$ cat src/rtl/io_bus_ctrl.sv
// Memory-mapped IO controller: LED register, buffered UART transmitter and a polling status word.
// Define IO_TIMER_EN to add a loadable 32-bit free-running timer at word-select bit 3.
module io_bus_ctrl #(
  parameter int CLK_FREQ_HZ = 27000000,
  parameter int BAUD        = 115200,
  parameter int FIFO_AW     = 3,
  parameter int LED_BITS    = 6
) (
  input  logic                clk,
  input  logic                resetn,
  input  logic [31:0]         IO_mem_addr,
  input  logic [31:0]         IO_mem_wdata,
  input  logic                IO_mem_wr,
  output logic [31:0]         IO_mem_rdata,
  output logic [LED_BITS-1:0] LEDS,
  output logic                uart_tx
);

  localparam int DIV_RAW = CLK_FREQ_HZ / BAUD;
  localparam int DIV     = (DIV_RAW < 1) ? 1 : DIV_RAW;
  localparam int CW      = (DIV > 1) ? $clog2(DIV) : 1;
  localparam logic [CW-1:0] DIV_M1 = CW'(DIV - 1);
  localparam int DEPTH   = 1 << FIFO_AW;
  localparam logic [FIFO_AW:0] FULL_CNT = (FIFO_AW + 1)'(DEPTH);

  typedef enum logic [1:0] {IDLE, START, DATA, STOP} tx_state_t;

  logic sel_led, sel_data, sel_stat, sel_tmr;
  logic unused_bits;

  assign sel_led  = IO_mem_addr[2];
  assign sel_data = IO_mem_addr[3];
  assign sel_stat = IO_mem_addr[4];
  assign sel_tmr  = IO_mem_addr[5];
  assign unused_bits = ^{IO_mem_addr[31:6], IO_mem_addr[1:0], IO_mem_wdata[31:8], sel_tmr};

  always_ff @(posedge clk) begin
    if (!resetn) begin
      LEDS <= '0;
    end else if (IO_mem_wr && sel_led) begin
      LEDS <= IO_mem_wdata[LED_BITS-1:0];
    end
  end

  logic [7:0]         fifo_mem [DEPTH];
  logic [FIFO_AW-1:0] wr_ptr, rd_ptr;
  logic [FIFO_AW:0]   count;
  logic               full, empty, push_req, push, pop;
  logic               overflow;

  assign full     = (count == FULL_CNT);
  assign empty    = (count == '0);
  assign push_req = IO_mem_wr & sel_data;
  assign push     = push_req & ~full;

  always_ff @(posedge clk) begin
    if (push) begin
      fifo_mem[wr_ptr] <= IO_mem_wdata[7:0];
    end
  end

  always_ff @(posedge clk) begin
    if (!resetn) begin
      wr_ptr <= '0;
      rd_ptr <= '0;
      count  <= '0;
    end else begin
      if (push) wr_ptr <= wr_ptr + 1'b1;
      if (pop)  rd_ptr <= rd_ptr + 1'b1;
      case ({push, pop})
        2'b10:   count <= count + 1'b1;
        2'b01:   count <= count - 1'b1;
        default: count <= count;
      endcase
    end
  end

  // A fresh overflow takes priority over a same-cycle software clear.
  always_ff @(posedge clk) begin
    if (!resetn) begin
      overflow <= 1'b0;
    end else if (push_req && full) begin
      overflow <= 1'b1;
    end else if (IO_mem_wr && sel_stat) begin
      overflow <= 1'b0;
    end
  end

  tx_state_t      state, state_n;
  logic [2:0]     bit_idx, bit_idx_n;
  logic [CW-1:0]  baud_cnt, baud_n;
  logic [7:0]     shreg, shreg_n;
  logic           tx_bit;
  logic           busy;

  always_ff @(posedge clk) begin
    if (!resetn) begin
      state    <= IDLE;
      bit_idx  <= '0;
      baud_cnt <= '0;
      shreg    <= '0;
      uart_tx  <= 1'b1;
    end else begin
      state    <= state_n;
      bit_idx  <= bit_idx_n;
      baud_cnt <= baud_n;
      shreg    <= shreg_n;
      uart_tx  <= tx_bit;
    end
  end

  always_comb begin
    state_n   = state;
    bit_idx_n = bit_idx;
    baud_n    = baud_cnt;
    shreg_n   = shreg;
    pop       = 1'b0;
    tx_bit    = 1'b1;
    case (state)
      IDLE: begin
        if (!empty) begin
          pop     = 1'b1;
          shreg_n = fifo_mem[rd_ptr];
          baud_n  = DIV_M1;
          state_n = START;
        end
      end
      START: begin
        tx_bit = 1'b0;
        if (baud_cnt == '0) begin
          baud_n    = DIV_M1;
          bit_idx_n = '0;
          state_n   = DATA;
        end else begin
          baud_n = baud_cnt - 1'b1;
        end
      end
      DATA: begin
        tx_bit = shreg[0];
        if (baud_cnt == '0) begin
          baud_n    = DIV_M1;
          shreg_n   = {1'b0, shreg[7:1]};
          bit_idx_n = bit_idx + 1'b1;
          if (bit_idx == 3'd7) state_n = STOP;
        end else begin
          baud_n = baud_cnt - 1'b1;
        end
      end
      STOP: begin
        if (baud_cnt == '0) begin
          baud_n  = DIV_M1;
          state_n = IDLE;
        end else begin
          baud_n = baud_cnt - 1'b1;
        end
      end
      default: state_n = IDLE;
    endcase
  end

  assign busy = !empty || (state != IDLE);

`ifdef IO_TIMER_EN
  logic [31:0] timer;

  always_ff @(posedge clk) begin
    if (!resetn) begin
      timer <= '0;
    end else if (IO_mem_wr && sel_tmr) begin
      timer <= IO_mem_wdata;
    end else begin
      timer <= timer + 32'd1;
    end
  end
`endif

  logic [31:0] status;

  // Overlapping selects OR their sources together; nothing selected reads as zero.
  always_comb begin
    status              = '0;
    status[FIFO_AW:0]   = count;
    status[8]           = full;
    status[9]           = busy;
    status[10]          = overflow;
    IO_mem_rdata        = '0;
    if (sel_led)  IO_mem_rdata = IO_mem_rdata | 32'(LEDS);
    if (sel_stat) IO_mem_rdata = IO_mem_rdata | status;
`ifdef IO_TIMER_EN
    if (sel_tmr)  IO_mem_rdata = IO_mem_rdata | timer;
`endif
  end

endmodule

$ cat config.mk
export PLATFORM = sky130hd
export DESIGN_NAME = io_bus_ctrl
export DESIGN_NICKNAME = d
export VERILOG_FILES = /design/src/rtl/io_bus_ctrl.sv
export SDC_FILE = /design/constraint.sdc
export NUM_CORES = 1
export LEC_CHECK = 0
export CORE_UTILIZATION = 50
export DETAILED_ROUTE_END_ITERATION = 12
export PLACE_DENSITY = 0.79
export SLEW_MARGIN = 5
export SYNTH_ARGS = -nofsm -noshare
export SYNTH_HDL_FRONTEND = slang
export SYNTH_SLANG_ARGS = --single-unit
$ cat constraint.sdc
create_clock -name clk -period 5 [get_ports clk]
set_input_delay 1 -clock clk [delete_from_list [all_inputs] [get_ports clk]]
set_output_delay 1 -clock clk [all_outputs]
set_load 0.005 [all_outputs]
* After elaboration in Yosys (flattened, before gate mapping) *
Memory sizes are Yosys's and may differ from the RTL's. A register that Yosys moved wholly into a read port is not among the register bits.
Index checks and enable logic that the tools add are counted.

word-level totals
  bits in registers = 39
  RAM bits = 64
  output and inout port bits = 39
  memories = 1

memory list
  name      words  width  read ports  clocked after memory_dff  wr ports  RTL line  text
  fifo_mem  8      8      1           1                         1         45        logic [7:0] fifo_mem [DEPTH];

operators by class
  add/sub/neg operators = 6
  eq/ne operators = 12
  muxes and demuxes = 27
  bitwise logic cells = 4
  reduce and logical (&&, ||, !) cells = 17

operator list
  operator               number
  $mux W32               1
  $mux W8                4
  $or A32 B11 Y32        1
  $pmux W8 S2            2
  $mux W3                4
  $mux W2                5
  $ne A2 B2 Y1 const B   5
  $reduce_bool A2 Y1     5
  $add A3 B1 Y3 const B  3
  $logic_not A8 Y1       1
  $pmux W2 S4            1
  $pmux W4 S2            1
  $sub A8 B1 Y8 const B  1
  $eq A2 B2 Y1 const B   3
  $mux W1                6
  $mux W6                1
  $pmux W3 S2            1
  $reduce_and A3 Y1      2
  $reduce_and A5 Y1      1
  $add A4 B1 Y4 const B  1
  $eq A2 B1 Y1 const B   2
  $eq A4 B4 Y1 const B   1
  $logic_not A4 Y1       1
  $sub A4 B1 Y4 const B  1
  other kinds (9)        12

* Longest topological paths before layout *
Gate-level depths: netlist of run 1.

  word-level depth = 5
  mapped depth = 13

* Worst setup path before layout of run 1 *
OpenSTA, ideal clock, no wires.

  path kind = input to register
  start point = input port IO_mem_wr
  end point = register count[2]
  library setup time = 0.070 ns
  arrival time = 2.821 ns
  path slack = 2.108 ns
  stages on the path = 11
  path buffers = 1
  cell sequence = clkbuf_1 nand2_1 nor2_1 inv_1 ha_1 xor2_1 ha_1 a21oi_1 xor2_1 or3_1 a21oi_1

on the way
  cells in the longest elaborated chain, start to end = 4

ends and longest elaborated chain
  item                                               RTL line  text
  from (decl)                                        13        input logic IO_mem_wr,
  $and A1 B1 Y1 (*)                                  53        assign push_req = IO_mem_wr & sel_data;
  $and A1 B1 Y1 (*)                                  54        assign push = push_req & ~full;
  $eq A2 B1 Y1 or $eq A2 B2 Y1 (tied branches)       70        case ({push, pop})
  $pmux W4 S2 or $reduce_bool A2 Y1 (tied branches)  n/a
  to (signal assigned)                               71        2'b10: count <= count + 1'b1;
  to (signal assigned)                               72        2'b01: count <= count - 1'b1;
  to (signal assigned)                               73        default: count <= count;
  to (decl)                                          47        logic [FIFO_AW:0] count;

Mark *: on every way between the ends. The rest lies on a longest branch, timed or not.
A chain may end at the register's enable or synchronous reset.

* Final worst setup path of run 1 *
  start point = register count[0]
  end point = output port IO_mem_rdata[9]

on the way
  cells in the longest elaborated chain, start to end = 5

ends and longest elaborated chain
  item                RTL line  text
  $logic_not A4 Y1    52        assign empty = (count == '0);
  $logic_not A1 Y1    161       assign busy = !empty || (state != IDLE);
  $logic_or A1 B1 Y1  161
  $or A32 B11 Y32     188       if (sel_stat) IO_mem_rdata = IO_mem_rdata | status;
  $mux W32            188
  to (decl)           14        output logic [31:0] IO_mem_rdata,

No other way between the ends.

==> metrics, run 1 <==
Hold Fails Final Rpt 0; DRC 0; initial antenna violation count 0; GPL Wtd Cong ~0.76; mean routed wirelength per cell approximately 17 um; ANT cells 0; async set-reset flop share out of synthesis 0%; area of the core between 9000 and 10000 um^2; DIE HEIGHT ~99 um; Total Routed Length about 8400 um; IO Count roughly 110; DR pass1 iterations 4; Worst R2R Start count[1]; post-CTS setup buffer count 0; GRT overflow 0; status finished, final reports clean; Hold Crit Start shreg[7]; Tot Pwr between 2 and 2.5 mW; CTS tree done; Power Density around 460 nW/um^2; Post-Syn Instances ~370; Initial Util between 50% and 60%; cell taking the most area after synthesis edfxtp_1; fin crit period ~3.6 ns; Max-slew headroom between 30% and 40%; DP HPWL between 5000 and 6000 um; Num CTS Buffers 9; clk_lat worst skew 0.37 ns; Synth Flop Type edfxtp_1; critical path launch point type flop; Setup TNS Final 0 ns; Clock Pin Slew Worst Setup and Hold Paths 0.11 ns; syn avg cell area between 10 and 15 um^2; vias in the first global route approximately 2.7k; final period utilization 72.8%; share of layout cells above drive strength 1 between 10% and 20%; fmax between 0.2 and 0.3 GHz; Final ANT Viol Nets 0; Final Util between 50% and 60%; RSZ-0062 raised after global routing no; 1st-iter DRT viols 155; Post-synth EDFFs 64; pre-CTS WS around 1.4 ns; leakage power 1.82 nW; largest net degree at the start of global routing 27; top cell type's share of synthesized area between 40% and 50%; vias per cell 5.67; Max-Cap Viols 0; Hold WC Path Type reg2reg; Crit Path Max Fanout 18; final instance area roughly 5200 um^2; FF+latch count, synth between 100 and 150; Clock Tree Root clkbuf_8; first-pass GRT wire length between 10000 and 15000 um; Crit path arrival time around 2.6 ns; # nets final 471; Port Buf Inserts 29; CP Class reg2out; final setup fails 0; H-tree Lvls 3; placed cells 490; Syn-to-layout area delta 10.4%; Yosys cell types 51; site row count 35; GR Util All Layers 18.2%; sequential-to-total area share from yosys stat 58.7%; Die Area a little under 10000 um^2; Non-Filler Instances between 500 and 600; Die Width approximately 100 um; worst-margin pin slew just over 1 ns; Setup Skew roughly 0.019 ns; CTS sink count 106; Slew Viols, Final 0; Worst Setup SP count[0]; Critical Path RT 4.00 ns; Max VDD drop about 260 uV; routed vias ~2.9k; hold slack 0.479 ns; Post-CTS Resized 0; Syn. warnings 0; post-route setup slack between 1 and 1.5 ns; post-cts hold buffer count 0; cell area after synthesis 4710 um^2; placed cell areas a little under 5000 um^2; Worst Setup End Kind output pin; Synth area leaders edfxtp_1 (41%), dfxtp_1 (18%), mux4_2 (7.7%), ha_1 (3.7%), buf_4 (3.7%); Max Root-Sink Buffers 2
kinds of logic (layout without fill, tap and decap cells):
| group | count (synthesis) | in the layout | share of synthesized area (%) |
|---|---|---|---|
| AOI/OAI and AO/OA | 51 | 51 | 7.87 |
| xor gates and xnor gates | 6 | 6 | 1.12 |
| adders and majority gates | 14 | 14 | 3.72 |
| buffers and inverters | 51 | 58 | 6.43 |
| DFF | 106 | 106 | 58.7 |
| muxes | 22 | 22 | 8.93 |
| other | 1 | 23 | 0.0797 |
| and+or+nand+nor | 115 | 115 | 13.1 |
synth_stat cells, types with 3 or more instances:
| cell type | n |
|---|---|
| a21oi_1 | 19 |
| a221o_1 | 7 |
| a22o_1 | 4 |
| and2_1 | 5 |
| buf_4 | 23 |
| buf_6 | 3 |
| clkbuf_1 | 12 |
| dfxtp_1 | 42 |
| edfxtp_1 | 64 |
| ha_1 | 14 |
| inv_1 | 10 |
| mux2i_1 | 6 |
| mux4_2 | 16 |
| nand2_1 | 31 |
| nand3_1 | 11 |
| nand4_1 | 11 |
| nand4b_1 | 7 |
| nor2_1 | 24 |
| nor3_1 | 5 |
| o21ai_0 | 7 |
| xor2_1 | 5 |
cell usage in the layout (no fill, tap or decap), types with 4 or more instances in the layout:
master | netlist | final
nor3_1 | 5 | 5
a22o_1 | 4 | 4
nor2_1 | 24 | 24
xor2_1 | 5 | 5
conb_1 | 1 | 23
clkdlybuf4s50_1 | 0 | 29
nand2_1 | 31 | 31
edfxtp_1 | 64 | 64
mux4_2 | 16 | 16
and2_1 | 5 | 5
mux2i_1 | 6 | 6
a21oi_1 | 19 | 19
o21ai_0 | 7 | 7
dfxtp_1 | 42 | 42
a221o_1 | 7 | 7
nand3_1 | 11 | 11
nand4b_1 | 7 | 7
inv_1 | 10 | 10
clkbuf_8 | 0 | 9
ha_1 | 14 | 14
nand4_1 | 11 | 11
registers in the layout (all words and copies together), names as in the netlist, 2 cells and up, named ones only:
| register | flops |
|---|---|
| fifo_mem | 64 |
| baud_cnt | 8 |
| shreg | 8 |
| LEDS | 6 |
| count | 4 |
| bit_idx | 3 |
| rd_ptr | 3 |
| wr_ptr | 3 |
| state | 2 |
path summary, 6_finish.rpt:
kind	endpoint	slack, ns	cells past startpoint
max	IO_mem_rdata[9]	1.36	4
min	shreg[7]	0.48	1
max reg2reg	count[2]	2.06	10
min reg2reg	shreg[7]	0.48	1
metal layers:
layer	wire length [um]	global-route usage (%)	share of wire, %
met1	3630	23.4	43
met2	4390	30.6	52
met3	251	2.62	3.0
met4	128	8.15	1.5
met5	0	0	0
worst max-delay path, stage by stage, from the launching register on:
cell and delay (ns):
dfxtp_1 0.41, or4_4 0.67, or2_0 0.48, and2_1 0.27
clkdlybuf4s50_1 0.44
power breakdown:
group	switching, mW	total (mW)	internal, mW
clock	0.323	0.573	0.250
sequential	0.105	1.12	1.01
combinational	0.390	0.710	0.320
final cells by class:
class	count	area [um^2]
Timing Repair Buffer	31	305
Multi-Input combinational cell	231	1720
Clock inverter	7	103
Clock buffer	9	124
Inverter	11	41.3
Sequential cell	106	2760
Tap cell	111	139
Fill cell	750	4000
(Power assumes the default switching activity.)
==> run 2, diff against run 1 <==
==> constraint.sdc (replaced) <==
create_clock -name clk -period 3.6 [get_ports clk]
set_input_delay 0.72 -clock clk [delete_from_list [all_inputs] [get_ports clk]]
set_output_delay 0.72 -clock clk [all_outputs]
set_load 0.005 [all_outputs]
==> metrics, run 2 (synthesis gave the netlist of run 1 again) <==
top flop regs fifo_mem x64, baud_cnt x8, shreg x8 (unchanged); Crit Path Max Fanout 18 (unchanged); leakage power 1.86 nW (was 1.82 nW); DP HPWL 5640 um (was 5790 um); Hold Fails Final Rpt 0 (unchanged); Final ANT Viol Nets 0 (unchanged); first-pass GRT wire length 14000 um (was 13600 um); Die Width 99.0 um (unchanged); share of layout cells above drive strength 1 12.6% (was 10.4%); Total Routed Length 8220 um (was 8400 um); largest reg by FF count fifo_mem (unchanged); clk_lat worst skew 0.36 ns (was 0.37 ns); Slew Viols, Final 0 (unchanged); Critical Path RT 2.88 ns (was 4.00 ns); Critical Path Sink IO_mem_rdata[9] (unchanged); path depth of the worst reg2reg path 10 (unchanged); site row count 35 (unchanged); final period utilization between 90% and 100%; Max-Cap Viols 0 (unchanged); Power Density 619 nW/um^2 (was 462 nW/um^2); Non-Filler Instances 517 (was 506); Clock Pin Slew Worst Setup and Hold Paths 0.10 ns (was 0.11 ns); Clock Power Share 21.3% (was 23.9%); Die Area 9800 um^2 (unchanged); placed cells 501 (was 490); Switching Power 1.11 mW (was 818 uW); Max VDD drop 252 uV (was 256 uV); CP Class reg2out (unchanged); Net Sw Frac 34.2% (was 34.0%); Worst Setup SP count[1] (was count[0]); most frequent cells in the layout edfxtp_1 (64), dfxtp_1 (42), nand2_1 (31) (unchanged); Post-CTS Resized 0 (unchanged); Final Util 57.0% (was 56.5%); GPL Wtd Cong 0.777 (was 0.758); IO Count 106 (unchanged); post-cts hold buffer count 0 (unchanged); placed cell areas 5050 um^2 (was 4970 um^2); Tot Pwr 3.24 mW (was 2.40 mW); commonest non-fill, non-tap cell in the layout edfxtp_1 (unchanged); worst reg-to-reg setup slack 0.95 ns (was 2.06 ns); RSZ-0062 raised after global routing no (unchanged); Clock Tree Root clkbuf_8 (unchanged); Setup Skew 0.0116 ns (was 0.0187 ns); Worst R2R Start count[1] (unchanged); status finished, final reports clean (unchanged); Worst Setup End Kind output pin (unchanged); fmax approximately 0.30 GHz; max FFs per register 64 (unchanged); CTS sink count 106 (unchanged); Initial Util 51.2% (unchanged); largest net degree at the start of global routing 26 (was 27); fin crit period around 3.3 ns; GRT overflow 0 (unchanged); r2r endpoint count[2] (unchanged); initial antenna violation count 0 (unchanged); DIE HEIGHT 99.0 um (unchanged); Syn-to-layout area delta 11.4% (was 10.4%); ANT cells 0 (unchanged); DRC 0 (unchanged); final instance area 5240 um^2 (was 5200 um^2); 1st-iter DRT viols 147 (was 155); Port Buf Inserts 29 (unchanged); vias in the first global route 2832 (was 2691); H-tree Lvls 3 (unchanged); CTS tree done (unchanged); Seq pwr share 47.1% (was 46.6%); mean routed wirelength per cell 15.9 um (was 16.6 um); # nets final 482 (was 471); Crit path arrival time 2.62 ns (was 2.64 ns); GR Util All Layers 18.5% (was 18.2%); internal power 2.13 mW (was 1.59 mW); area of the core 9200 um^2 (unchanged); routed vias 2950 (was 2871); worst-margin pin slew 1.09 ns (was 1.02 ns); post-CTS setup buffer count 0 (unchanged); Hold WC Path Type reg2reg (unchanged); critical path launch point type flop (unchanged); vias per cell 5.71 (was 5.67); Max-slew headroom 27.0% (was 31.7%); final setup fails 0 (unchanged); power share of the combinational group 31.6% (was 29.5%); Num CTS Buffers 9 (unchanged); DR pass1 iterations 4 (unchanged); Setup TNS Final 0 ns (unchanged); Max Root-Sink Buffers 2 (unchanged)
[run 2: cell types whose count changed in the layout (fill, tap and decap cells not counted)]
| cell | previous run | this run |
|---|---|---|
| inv_6 | 1 | 2 |
| clkinvlp_4 | 0 | 1 |
| buf_4 | 2 | 13 |
| bufinv_16 | 1 | 0 |
| clkinv_8 | 2 | 1 |
| clkbuf_1 | 0 | 1 |
| inv_8 | 2 | 1 |
[run 2: cell type report]
type,instances,area [um^2]
clock buffers,10,128
flip-flops and latches,106,2760
inverters,11,41.3
fillers,756,3950
well taps,111,139
multi-input cells,231,1720
repair buffers,42,388
clock inverters,6,61.3
[run 2: layer usage]
metal	wire length [um]	vias up	GRT usage [%]	share of wire, %
met5	0	-	0	0
met4	106	0	6.77	1.3
met3	376	9	3.55	4.6
met2	4230	80	31.4	51
met1	3510	1460	23.6	43
li1	-	1401	-	-
[run 2: power by group through the flow]
stage	combinational, mW	clock, mW	sequential, mW
after floorplan	0.860	0	1.51
after global placement	0.979	0	1.55
after detailed placement	1.02	0	1.55
after CTS	1.03	0.721	1.53
after global routing	1.16	0.768	1.55
final	1.03	0.691	1.53
[run 2: worst min-delay path by stage]
stage	from	endpoint	slack (ns)	cells after the start
floorplan	shreg[7]	shreg[7]	0.43	1
finish	shreg[7]	shreg[7]	0.48	1
CTS	shreg[7]	shreg[7]	0.48	1
global route	baud_cnt[4]	baud_cnt[4]	0.50	2
detailed placement	shreg[7]	shreg[7]	0.45	1
global placement	shreg[7]	shreg[7]	0.45	1
[run 2: per-stage QoR]
stage | hold slack [ns] | setup slack (ns)
floorplan | 0.433 | 0.940
global placement | 0.448 | 0.674
CTS | 0.480 | 0.244
global route | 0.502 | 0.113
finish | 0.479 | 0.257
detailed placement | 0.452 | 0.608
[run 2: critical path, cell delays in order (launching register included)]
cell and delay, ns:
dfxtp_1 0.42, or4_4 0.65, or2_0 0.48, and2_1 0.27, clkdlybuf4s50_1 0.44
